--- config.mk ---
export PLATFORM = sky130hd
export DESIGN_NAME = hello_mpf_line_writer
export DESIGN_NICKNAME = d
export VERILOG_FILES = /design/src/rtl/hello_mpf_line_writer_pkg.sv /design/src/rtl/hello_mpf_wr_rsp_counter.sv /design/src/rtl/hello_mpf_line_writer.sv
export SDC_FILE = /design/constraint.sdc
export NUM_CORES = 1
export LEC_CHECK = 0
export BUFFER_PORTS_ARGS = -buffer_cell sky130_fd_sc_hd__buf_2
export CAP_MARGIN = 40
export CORE_AREA = 2 2 281 283
export DETAILED_ROUTE_END_ITERATION = 10
export DIE_AREA = 0 0 283 285
export GPL_TIMING_DRIVEN = 0
export SYNTH_ARGS = -nofsm -noshare
export SYNTH_HDL_FRONTEND = slang
export SYNTH_SLANG_ARGS = --single-unit
--- constraint.sdc ---
create_clock -name clk -period 3.8 [get_ports clk]
set_clock_uncertainty 0.05 [all_clocks]
set_input_delay 0.19 -clock clk [delete_from_list [all_inputs] [get_ports clk]]
set_output_delay 0.19 -clock clk [all_outputs]
set_load 0.01 [all_outputs]
--- src/rtl/hello_mpf_line_writer_pkg.sv ---
// Shared types and the line payload generator for the multi-line MPF writer.
package hello_mpf_line_writer_pkg;

    localparam int LINE_CNT_W = 16;
    localparam int LINE_W     = 512;
    localparam int LANE_W     = 64;
    localparam int N_LANES    = LINE_W / LANE_W;

    typedef enum logic [1:0] {
        ST_IDLE  = 2'd0,
        ST_ISSUE = 2'd1,
        ST_DRAIN = 2'd2,
        ST_DONE  = 2'd3
    } t_state;

    typedef logic [LINE_CNT_W-1:0] t_line_cnt;
    typedef logic [LINE_W-1:0]     t_line_data;

    // Every 64-bit lane carries seed + line index (mod 2^64); lane 0 is the low word.
    function automatic t_line_data gen_line_data(input logic [63:0] seed, input logic [63:0] idx);
        t_line_data    data;
        logic [63:0]   lane;
        lane = seed + idx;
        for (int i = 0; i < N_LANES; i++) begin
            data[i*LANE_W +: LANE_W] = lane;
        end
        return data;
    endfunction

endpackage

--- src/rtl/hello_mpf_wr_rsp_counter.sv ---
// Counts c1 write responses against lines issued; flags responses with nothing outstanding.
module hello_mpf_wr_rsp_counter
    import hello_mpf_line_writer_pkg::*;
#(
    parameter int CNT_W = 16
) (
    input  logic             clk,
    input  logic             reset_n,
    input  logic             clear,
    input  logic [CNT_W-1:0] issued,
    input  logic             c1Rx_wrRsp,
    output logic [CNT_W-1:0] lines_acked,
    output logic             err_unexp_rsp
);

    logic [CNT_W-1:0] acked_q, acked_d;
    logic             err_q,   err_d;

    // Next-state: clear from a new run wins over a response in the same cycle.
    always_comb begin
        acked_d = acked_q;
        err_d   = err_q;
        if (clear) begin
            acked_d = {CNT_W{1'b0}};
            err_d   = 1'b0;
        end else if (c1Rx_wrRsp) begin
            if (acked_q < issued) begin
                acked_d = acked_q + CNT_W'(1);
            end else begin
                err_d = 1'b1;
            end
        end else begin
            acked_d = acked_q;
        end
    end

    // Response count and sticky error registers.
    always_ff @(posedge clk or negedge reset_n) begin
        if (!reset_n) begin
            acked_q <= {CNT_W{1'b0}};
            err_q   <= 1'b0;
        end else begin
            acked_q <= acked_d;
            err_q   <= err_d;
        end
    end

    assign lines_acked   = acked_q;
    assign err_unexp_rsp = err_q;

endmodule

--- src/rtl/hello_mpf_line_writer.sv ---
// Multi-line cache write engine: issues num_lines writes on c1 TX, then waits for all acks.
module hello_mpf_line_writer
    import hello_mpf_line_writer_pkg::*;
#(
    parameter int CNT_W = 16
) (
    input  logic             clk,
    input  logic             reset_n,
    input  logic             start,
    input  logic [41:0]      base_addr,
    input  logic [CNT_W-1:0] num_lines,
    input  logic [63:0]      seed,
    input  logic             c1TxAlmFull,
    output logic             c1Tx_valid,
    output logic [41:0]      c1Tx_addr,
    output logic [15:0]      c1Tx_mdata,
    output logic [511:0]     c1Tx_data,
    input  logic             c1Rx_wrRsp,
    output logic             busy,
    output logic             done,
    output logic [CNT_W-1:0] lines_acked,
    output logic             err_unexp_rsp
);

    t_state           state_q,  state_d;
    logic [41:0]      base_q,   base_d;
    logic [CNT_W-1:0] num_q,    num_d;
    logic [63:0]      seed_q,   seed_d;
    logic [CNT_W-1:0] issued_q, issued_d;
    logic             valid_q,  valid_d;
    logic [41:0]      addr_q,   addr_d;
    logic [15:0]      mdata_q,  mdata_d;
    t_line_data       data_q,   data_d;
    logic             busy_q,   busy_d;
    logic             done_q,   done_d;
    logic             clear_s;
    logic [CNT_W-1:0] issued_inc_s;
    logic [CNT_W-1:0] lines_acked_s;
    logic             err_s;

    hello_mpf_wr_rsp_counter #(.CNT_W(CNT_W)) u_rsp_counter (
        .clk           (clk),
        .reset_n       (reset_n),
        .clear         (clear_s),
        .issued        (issued_q),
        .c1Rx_wrRsp    (c1Rx_wrRsp),
        .lines_acked   (lines_acked_s),
        .err_unexp_rsp (err_s)
    );

    // FSM next-state and request generation; AlmFull only reaches registers.
    always_comb begin
        state_d      = state_q;
        base_d       = base_q;
        num_d        = num_q;
        seed_d       = seed_q;
        issued_d     = issued_q;
        valid_d      = 1'b0;
        addr_d       = addr_q;
        mdata_d      = mdata_q;
        data_d       = data_q;
        busy_d       = busy_q;
        done_d       = 1'b0;
        clear_s      = 1'b0;
        issued_inc_s = issued_q + CNT_W'(1);
        case (state_q)
            ST_IDLE: begin
                if (start) begin
                    base_d   = base_addr;
                    num_d    = num_lines;
                    seed_d   = seed;
                    issued_d = {CNT_W{1'b0}};
                    clear_s  = 1'b1;
                    busy_d   = 1'b1;
                    if (num_lines == {CNT_W{1'b0}}) begin
                        state_d = ST_DONE;
                    end else begin
                        state_d = ST_ISSUE;
                    end
                end else begin
                    state_d = ST_IDLE;
                end
            end
            ST_ISSUE: begin
                if (!c1TxAlmFull && (issued_q < num_q)) begin
                    valid_d  = 1'b1;
                    addr_d   = base_q + 42'(issued_q);
                    mdata_d  = 16'(issued_q);
                    data_d   = gen_line_data(seed_q, 64'(issued_q));
                    issued_d = issued_inc_s;
                    if (issued_inc_s == num_q) begin
                        state_d = ST_DRAIN;
                    end else begin
                        state_d = ST_ISSUE;
                    end
                end else begin
                    state_d = ST_ISSUE;
                end
            end
            ST_DRAIN: begin
                if (lines_acked_s == num_q) begin
                    state_d = ST_DONE;
                end else begin
                    state_d = ST_DRAIN;
                end
            end
            ST_DONE: begin
                done_d  = 1'b1;
                busy_d  = 1'b0;
                state_d = ST_IDLE;
            end
            default: begin
                busy_d  = 1'b0;
                state_d = ST_IDLE;
            end
        endcase
    end

    // State, latched run parameters and registered request outputs.
    always_ff @(posedge clk or negedge reset_n) begin
        if (!reset_n) begin
            state_q  <= ST_IDLE;
            base_q   <= 42'd0;
            num_q    <= {CNT_W{1'b0}};
            seed_q   <= 64'd0;
            issued_q <= {CNT_W{1'b0}};
            valid_q  <= 1'b0;
            addr_q   <= 42'd0;
            mdata_q  <= 16'd0;
            data_q   <= {LINE_W{1'b0}};
            busy_q   <= 1'b0;
            done_q   <= 1'b0;
        end else begin
            state_q  <= state_d;
            base_q   <= base_d;
            num_q    <= num_d;
            seed_q   <= seed_d;
            issued_q <= issued_d;
            valid_q  <= valid_d;
            addr_q   <= addr_d;
            mdata_q  <= mdata_d;
            data_q   <= data_d;
            busy_q   <= busy_d;
            done_q   <= done_d;
        end
    end

    assign c1Tx_valid    = valid_q;
    assign c1Tx_addr     = addr_q;
    assign c1Tx_mdata    = mdata_q;
    assign c1Tx_data     = data_q;
    assign busy          = busy_q;
    assign done          = done_q;
    assign lines_acked   = lines_acked_s;
    assign err_unexp_rsp = err_s;

endmodule

# [Word level (Yosys, flattened, before mapping)]
# Cells that the tools add are included.
[totals] wordCells=63 reg_bits=730 out_inout_bits=590 input_bits=127
[classes] eq_ne=8 n_mux=22 order_cmp=2 n_reduce_logical=14 n_addsub=4
[ops] op="2-to-1 mux 16 bit" count=5
[ops] op="adder 64 x 16 -> 64 bit" count=1
[ops] op="adder 42 x 16 -> 42 bit" count=1
[ops] op="adder 16 x 1 -> 16 bit (second input constant)" count=2
[ops] op="== test 16 bit" count=2
[ops] op="less-than comparator 16 bit" count=2
[ops] op="case mux 16 bit (2 select lines)" count=1
[ops] op="zero test 16 bit" count=1
[ops] op="2-to-1 mux 1 bit" count=10
[ops] op="AND reduction 2 bit" count=5
[ops] op="2-to-1 mux 2 bit" count=4
[ops] op="case mux 2 bit (4 select lines)" count=1
[ops] op="nonzero test 2 bit" count=4
[ops] op="!= test 2 bit (second input constant)" count=3
[ops] op="== test 2 bit (second input constant)" count=2
[ops] op="AND reduction 3 bit" count=1
[ops] op="== test 2 x 1 -> 1 bit (second input constant)" count=1
[ops] op="zero test 2 bit" count=1
[ops] op="case mux 1 bit (2 select lines)" count=1
[ops] op="logical AND 1 bit" count=1
[ops] op="zero test 1 bit" count=1

# [Longest topological paths before layout]
# Gate-level depths: netlist of run 1.
[logic_depth] depth_word=5 mapped_depth=13 ltp_nobuf=11

# [Modules after synthesis]
# From an unflattened synthesis of run 1, not the netlist that was laid out.
[unflattened] hier_cells=1987 area_unflattened_um2=18456.5
[modules_own_cells] module="hello_mpf_line_writer" n_inst=1 area_each_um2=17172.7 cells_per_inst=1839 seq_area_each_um2=6631.4
[modules_own_cells] module="hello_mpf_wr_rsp_counter" n_inst=1 area_each_um2=1283.7 cells_per_inst=148 seq_area_each_um2=425.4

# [Least setup slack after synthesis of run 1]
# Ideal clock, no wire load.
[synth_timing] kind="reg2reg" from="register issued_q[0]" to="register data_q[492] (netlist: c1Tx_data[492])" path_buffers=0 setup_time_ps=134 period_less_slack_ps=2736 required_ps=3616 path_slack_ps=1064 arrival_time_ps=2552 stages_incl_launch_ff=11 path_cell_list="dfrtp_1 ha_1 fa_1 a211oi_1 o211ai_2 a31oi_1 o31a_1 nor3_2 nand4_1 xor2_1 o21ai_1"
[synth_between] elab_chain_len=3 word_cells_on_any_way=4 classes_between="add/sub (1); order compare (1); reduce/logical (2)"
[synth_rtl] element="start, declared" line_no="hello_mpf_line_writer.sv:29" text="logic [CNT_W-1:0] issued_q, issued_d;"
[synth_rtl] element="start signal, assigned" line_no="hello_mpf_line_writer.sv:126" text="issued_q <= {CNT_W{1'b0}};"
[synth_rtl] element="start signal, assigned" line_no="hello_mpf_line_writer.sv:138" text="issued_q <= issued_d;"
[synth_rtl] element="branches (longest 3 deep; another with adder 64 x 16 -> 64 bit)"
[synth_rtl] element="end signal, assigned" line_no="hello_mpf_line_writer.sv:130" text="data_q <= {LINE_W{1'b0}};"
[synth_rtl] element="end signal, assigned" line_no="hello_mpf_line_writer.sv:142" text="data_q <= data_d;"
[synth_rtl] element="end, declared" line_no="hello_mpf_line_writer.sv:33" text="t_line_data data_q, data_d;"
# Parallel ways; which one is timed is not known.
# A chain may end at the register's enable or synchronous reset.

# [Worst setup path after layout of run 1]
[layout_timing] from="register issued_q[10]" to="register data_q[483] (netlist: c1Tx_data[483])"
# Same word-level chain as after synthesis.

==> results of run 1 <==
[metrics by stage]
| stage | hold WS (ns) | instances | TNS (ns) |
|---|---|---|---|
| detailed placement | 0.231 | 3937 | -20.60 |
| global route | 0.220 | 4125 | -0.00493 |
| floorplan | -0.156 | 2160 | 0 |
| global placement | 0.334 | 3926 | -924.54 |
| finish | 0.192 | 4126 | 0 |
| CTS | 0.207 | 4123 | 0 |
[cell usage in the layout (no fill, tap or decap), drive strengths merged, types with 14 or more instances in the layout]
master,n
nor2,87
and3,32
nor3,20
xnor2,57
clkbuf,107
a31oi,14
nand4,33
dlygate4sd3,124
inv,47
xor2,85
nand2,512
buf,1192
dfrtp,282
nor4,14
o21ai,171
nand3,41
ha,65
a21oi,55
[what timing repair did]
item | CTS | global route
hold endpoints to repair | 212 | 0
hold buffers | 124 | 0
gates resized for setup | 7 | 12
buffers inserted | 0 | 0
setup endpoints to repair | 106 | 97
gates cloned | 0 | 0
pin swaps | 0 | 0
[Yosys cell counts (all sizes together), types with 3 or more instances]
cell,n,share of area
nand2,512,0.11
buf,466,0.19
dfrtp,282,0.39
o21ai,171,0.048
nor2,87,0.018
xor2,85,0.041
ha,65,0.045
clkbuf,58,0.012
xnor2,57,0.027
a21oi,55,0.015
inv,46,0.0095
nand3,41,0.011
nand4,33,0.011
and3,32,0.011
nor3,20,0.0063
a31oi,14,0.0048
nor4,14,0.0056
a21o,13,0.0054
and2,11,0.0038
nand2b,10,0.0034
or3,10,0.0040
a211oi,7,0.0029
o211ai,6,0.0027
o31ai,6,0.0025
and4,5,0.0024
nor2b,4,0.0014
a2111oi,3,0.0014
nand4b,3,0.0014
nor3b,3,0.0012
o21a,3,0.0012
o21bai,3,0.0012
o31a,3,0.0014
[metal layers]
metal / GRT usage / up-vias / routed length [um]
met5: 0 / - / 69
met4: 0.0406 / 10 / 1610
met3: 0.0384 / 110 / 4910
met2: 0.315 / 646 / 37000
met1: 0.229 / 8333 / 32200
li1: - / 8467 / -
[flip-flops by register name, indices dropped and copies added (netlist names)]
signal                       cells
num_q                           16
seed_q                          64
c1Tx_data                       64
c1Tx_addr                       42
state_q                          2
u_rsp_counter.err_unexp_rsp      1
u_rsp_counter.lines_acked       16
c1Tx_valid                       1
c1Tx_mdata                      16
issued_q                        16
done                             1
base_q                          42
busy                             1
[layout make-up]
class / instances / area (um^2)
fillers: 8244 / 52100
multi-input cells: 1308 / 7360
flip-flops and latches: 282 / 7060
repair buffers: 852 / 4990
plain buffers: 524 / 3690
well taps: 1050 / 1310
clock buffers: 48 / 996
clock inverters: 14 / 239
inverters: 46 / 173
diodes: 2 / 5.00
[logic make-up after synthesis]
family / Yosys count / share of synthesized area
AO/OA/AOI/OAI: 307 / 0.0975
XOR/XNOR: 142 / 0.0682
adder cells (fa/ha/maj): 67 / 0.0468
buffers and inverters: 570 / 0.211
flip-flops: 282 / 0.387
multiplexers: 2 / 0.00117
AND/OR/NAND/NOR: 790 / 0.189
[path summary, 6_finish.rpt]
check	startpoint	end	depth (start not counted)
worst max-delay path	issued_q[10]	c1Tx_data[483]	9
worst min-delay path	start	u_rsp_counter.lines_acked[13]	4
worst max register to register	issued_q[10]	c1Tx_data[483]	9
worst min register to register	c1Tx_addr[4]	c1Tx_addr[4]	1
max in group asynchronous	reset_n	c1Tx_data[472]	3
min in group asynchronous	reset_n	c1Tx_addr[10]	2
[critical path: stages (launching register included)]
cell      delay, ns
dfrtp_1        0.66
ha_1           0.38
and3_1         0.23
a311oi_1       0.46
a21oi_1        0.33
a21oi_1        0.44
buf_4          0.26
nor3b_1        0.08
xnor2_1        0.50
a21oi_1        0.16
[power by group through the flow]
stage / Combinational [uW] / Clock, uW / Sequential (uW)
after floorplan: 7180 / 0 / 5760
after global placement: 11400 / 0 / 6310
after detailed placement: 11600 / 0 / 6360
after CTS: 11700 / 3760 / 6320
after global routing: 12700 / 3890 / 6530
final: 11600 / 3670 / 6270
==> metrics.txt, run 1 <==
outcome completed; startpoint class of the critical path flop; crit end category flop; vias in the first global route 16,600; power per cell area 835 nW/um^2; routed wire length per instance 18.4 um; initial core utilization 0.234; WP data required 4.14 ns; critical path arrival 4.06 ns; period utilization 0.980; Yosys reg bits 282; final core area utilization 0.331; Area Overhead vs Synth 41.6%; synth unique cells 67; DP Worst Slack -0.387 ns; Int Pwr 12,400 uW; Mapped Area 18,200 um^2; layout cells sized above 1 0.414; Post-synth EDFFs 0; Tightest Pin Transition 0.858 ns; static leakage 0.0138 uW; Clock Tree Buf Depth 3; Die Height 285 um; Combinational Power Share 0.539; Switching Share 0.426; core area 78,000 um^2; Design Area, Final 25,800 um^2; WL final 75,800 um; Sink Count 282; TritonCTS clock tree yes; async set-reset flop share out of synthesis 1.00; grt ovf 0; YS warnings 0; Slew HR 0.423; Rows 103; Main synth FF type dfrtp_1; Max Freq 269 MHz; Final Setup Violations 0; DRT Pass-1 Iters 4; Max IR drop VDD 360 uV; R2R Setup Slk 0.08 ns; GRT Util Overall 0.181; CTS Buf Count 35; Chip Width 283 um; post-layout min period 3.72 ns; # DRC 0; crit path max fanout 8; RSZ-0062 raised after global routing true; WS Path Type flop to flop; post-synthesis sequential area ratio 0.387; DRT antenna net count 0; boundary pin count 717; Post-Syn Instances 2,160; via-per-instance ratio 4.26; max-slew violation count 0; total power 21,600 uW; final setup margin 0.0763 ns; first-pass GRT wire length 110,000 um; post-synth net total 2,354; DR iter-0 viols 1,031; GP Congestion 0.885; synthesized area per cell 8.44 um^2; initial antenna violation count 13; Placed Area 23,300 um^2; Port Buffers 716; max-cap viol count 0; pin count of the biggest net entering global routing 112; hold crit path type input port to flop; final net count 3,243; Fin. Hold Viols 0; post-DP HPWL 60,600 um; die area 80,700 um^2; Root Driver clkbuf_16; worst skew pair latency 0.56 ns; vias 17,600; switching pwr 9190 uW; Seq pwr share 0.291; CTS H-Tree Depth 2; clock-pin slew on the worst setup and hold paths 0.06 ns; clock share of power 0.170
(Power assumes the default switching activity.)
==> run 2: changes to the inputs <==
--- a/config.mk
+++ b/config.mk
@@ -8,6 +8,7 @@
 export BUFFER_PORTS_ARGS = -buffer_cell sky130_fd_sc_hd__buf_2
 export CAP_MARGIN = 40
 export CORE_AREA = 2 2 281 283
+export CTS_BUF_LIST = sky130_fd_sc_hd__clkbuf_4
 export DETAILED_ROUTE_END_ITERATION = 10
 export DIE_AREA = 0 0 283 285
 export GPL_TIMING_DRIVEN = 0
==> run 2 against run 1 <==
- wire length up 1.2%
- worst setup slack worse by 0.0094 ns
- combinational power about the same
- register-to-register slack about the same
- critical endpoint unchanged
- largest cell class unchanged
- die area unchanged
- largest power group unchanged
- maximum frequency down 0.25%
- core utilization up 0.45 points
- total power down 2.8%
- final area up 1.3%
- global-route usage up 0.36 points
==> metrics.txt, run 2 (synthesis results as in run 1) <==
most frequent cells in the layout buf_2 (728), nand2_1 (510), buf_4 (451); first-pass GRT wire length 113,000 um; worst skew pair latency 0.85 ns; power per cell area 800 nW/um^2; routed wire length per instance 18.0 um; Design Area, Final 26,200 um^2; Max Freq 268 MHz; reg2reg end c1Tx_data[483]; DRT Pass-1 Iters 5; hold crit path type input port to flop; grt ovf 0; period utilization 0.982; via-per-instance ratio 4.24; Rows 103; worst reg2reg path depth 9; initial core utilization 0.234; RSZ-0062 raised after global routing false; max-cap viol count 0; TritonCTS clock tree yes; # DRC 0; Sink Count 282; Hold Path Origin base_addr[0]; Slew HR 0.427; GP Congestion 0.885; core area 78,000 um^2; GRT Util Overall 0.185; R2R Setup Slk 0.07 ns; Clock Tree Buf Depth 3; vias in the first global route 17,300; Fin. Hold Viols 0; CTS H-Tree Depth 3; DP Worst Slack -0.387 ns; max-slew violation count 0; placed cells 3,937; WHS Path Cells 4; layout cells sized above 1 0.419; critical path arrival 4.35 ns; pin count of the biggest net entering global routing 112; Sequential Area 7060 um^2; post-CTS setup buffer count 0; most common cell after layout, fill and taps aside buf_2; initial antenna violation count 18; Tightest Pin Transition 0.852 ns; post-DP HPWL 60,600 um; WL final 76,700 um; post-layout min period 3.73 ns; die area 80,700 um^2; Root Driver clkbuf_4; crit path max fanout 8; Die Height 285 um; clock-pin slew on the worst setup and hold paths 0.07 ns; Max IR drop VDD 379 uV; Port Buffers 716; startpoint class of the critical path flop; final setup margin 0.0670 ns; Fin Hold WS 0.111 ns; DRT antenna net count 0; Post-Layout Cell Count 4,252; boundary pin count 717; WS Path Type flop to flop; WP data required 4.42 ns; Chip Width 283 um; DR iter-0 viols 857; Placed Area 23,300 um^2; WHS Endpoint base_q[0]; # fillers 8,263; crit end category flop; Multi-input gate area 7360 um^2; final net count 3,343; outcome completed; vias 18,000; reg-to-reg critical path startpoint issued_q[10]; Area Overhead vs Synth 43.5%; CTS Buf Count 83; Final Setup Violations 0; static leakage 0.0140 uW
-- run 2: worst max-delay path, stage by stage, from the launching register on --
cell and delay, ns:
dfrtp_1 0.64, ha_1 0.37, and3_1 0.23, a311oi_1 0.46, a21oi_1 0.34, a21oi_1 0.44
buf_4 0.26, nor3b_1 0.08, xnor2_1 0.51, a21oi_1 0.16
-- run 2: routing by layer --
metal | part of all wire | GRT usage | routed length (um)
met5 | 0.0012 | 0 | 95
met4 | 0.021 | 0.0512 | 1570
met3 | 0.068 | 0.0434 | 5190
met2 | 0.49 | 0.320 | 37700
met1 | 0.42 | 0.228 | 32200
-- run 2: metrics by stage --
step / TNS [ns] / util / total power, uW
3_3_place_gp: -924.54 / 0.297 / 17800
5_1_grt: 0 / 0.336 / 22600
2_1_floorplan: 0 / - / 12900
4_1_cts: 0 / 0.335 / 21200
3_5_place_dp: -20.60 / 0.299 / 17900
6_report: 0 / 0.336 / 21000
-- run 2: cell type report --
type | count | share of cell area
multi-input cells | 1308 | 0.281
clock inverters | 23 | 0.00803
diodes | 5 | 0.000478
repair buffers | 905 | 0.212
inverters | 46 | 0.00660
clock buffers | 110 | 0.0315
plain buffers | 523 | 0.141
well taps | 1050 | 0.0502
flip-flops and latches | 282 | 0.270
-- run 2: repair_timing --
action                                 4_1_cts  5_1_grt
hold buffers                               178        0
endpoints found under the hold margin      402        0
gates resized for setup                      5       17
cloned                                       0        0
setup endpoints to repair                  114       51
-- run 2: power breakdown --
part,internal (uW),switching [uW],total (uW)
Sequential,4220,2050,6270
Clock,1610,1420,3020
Combinational,5920,5730,11700
Total,11800,9200,21000
-- run 2: worst max path at each step --
stage / startpoint / end / slack (ns)
after floorplan: issued_q[0] / c1Tx_data[492] / 1.06
after global placement: reset_n / c1Tx_data[471] / -3.29
after detailed placement: issued_q[11] / c1Tx_data[452] / -0.39
after CTS: seed_q[0] / c1Tx_data[486] / 0.03
after global routing: issued_q[10] / c1Tx_data[501] / 0.0004
final: issued_q[10] / c1Tx_data[483] / 0.07
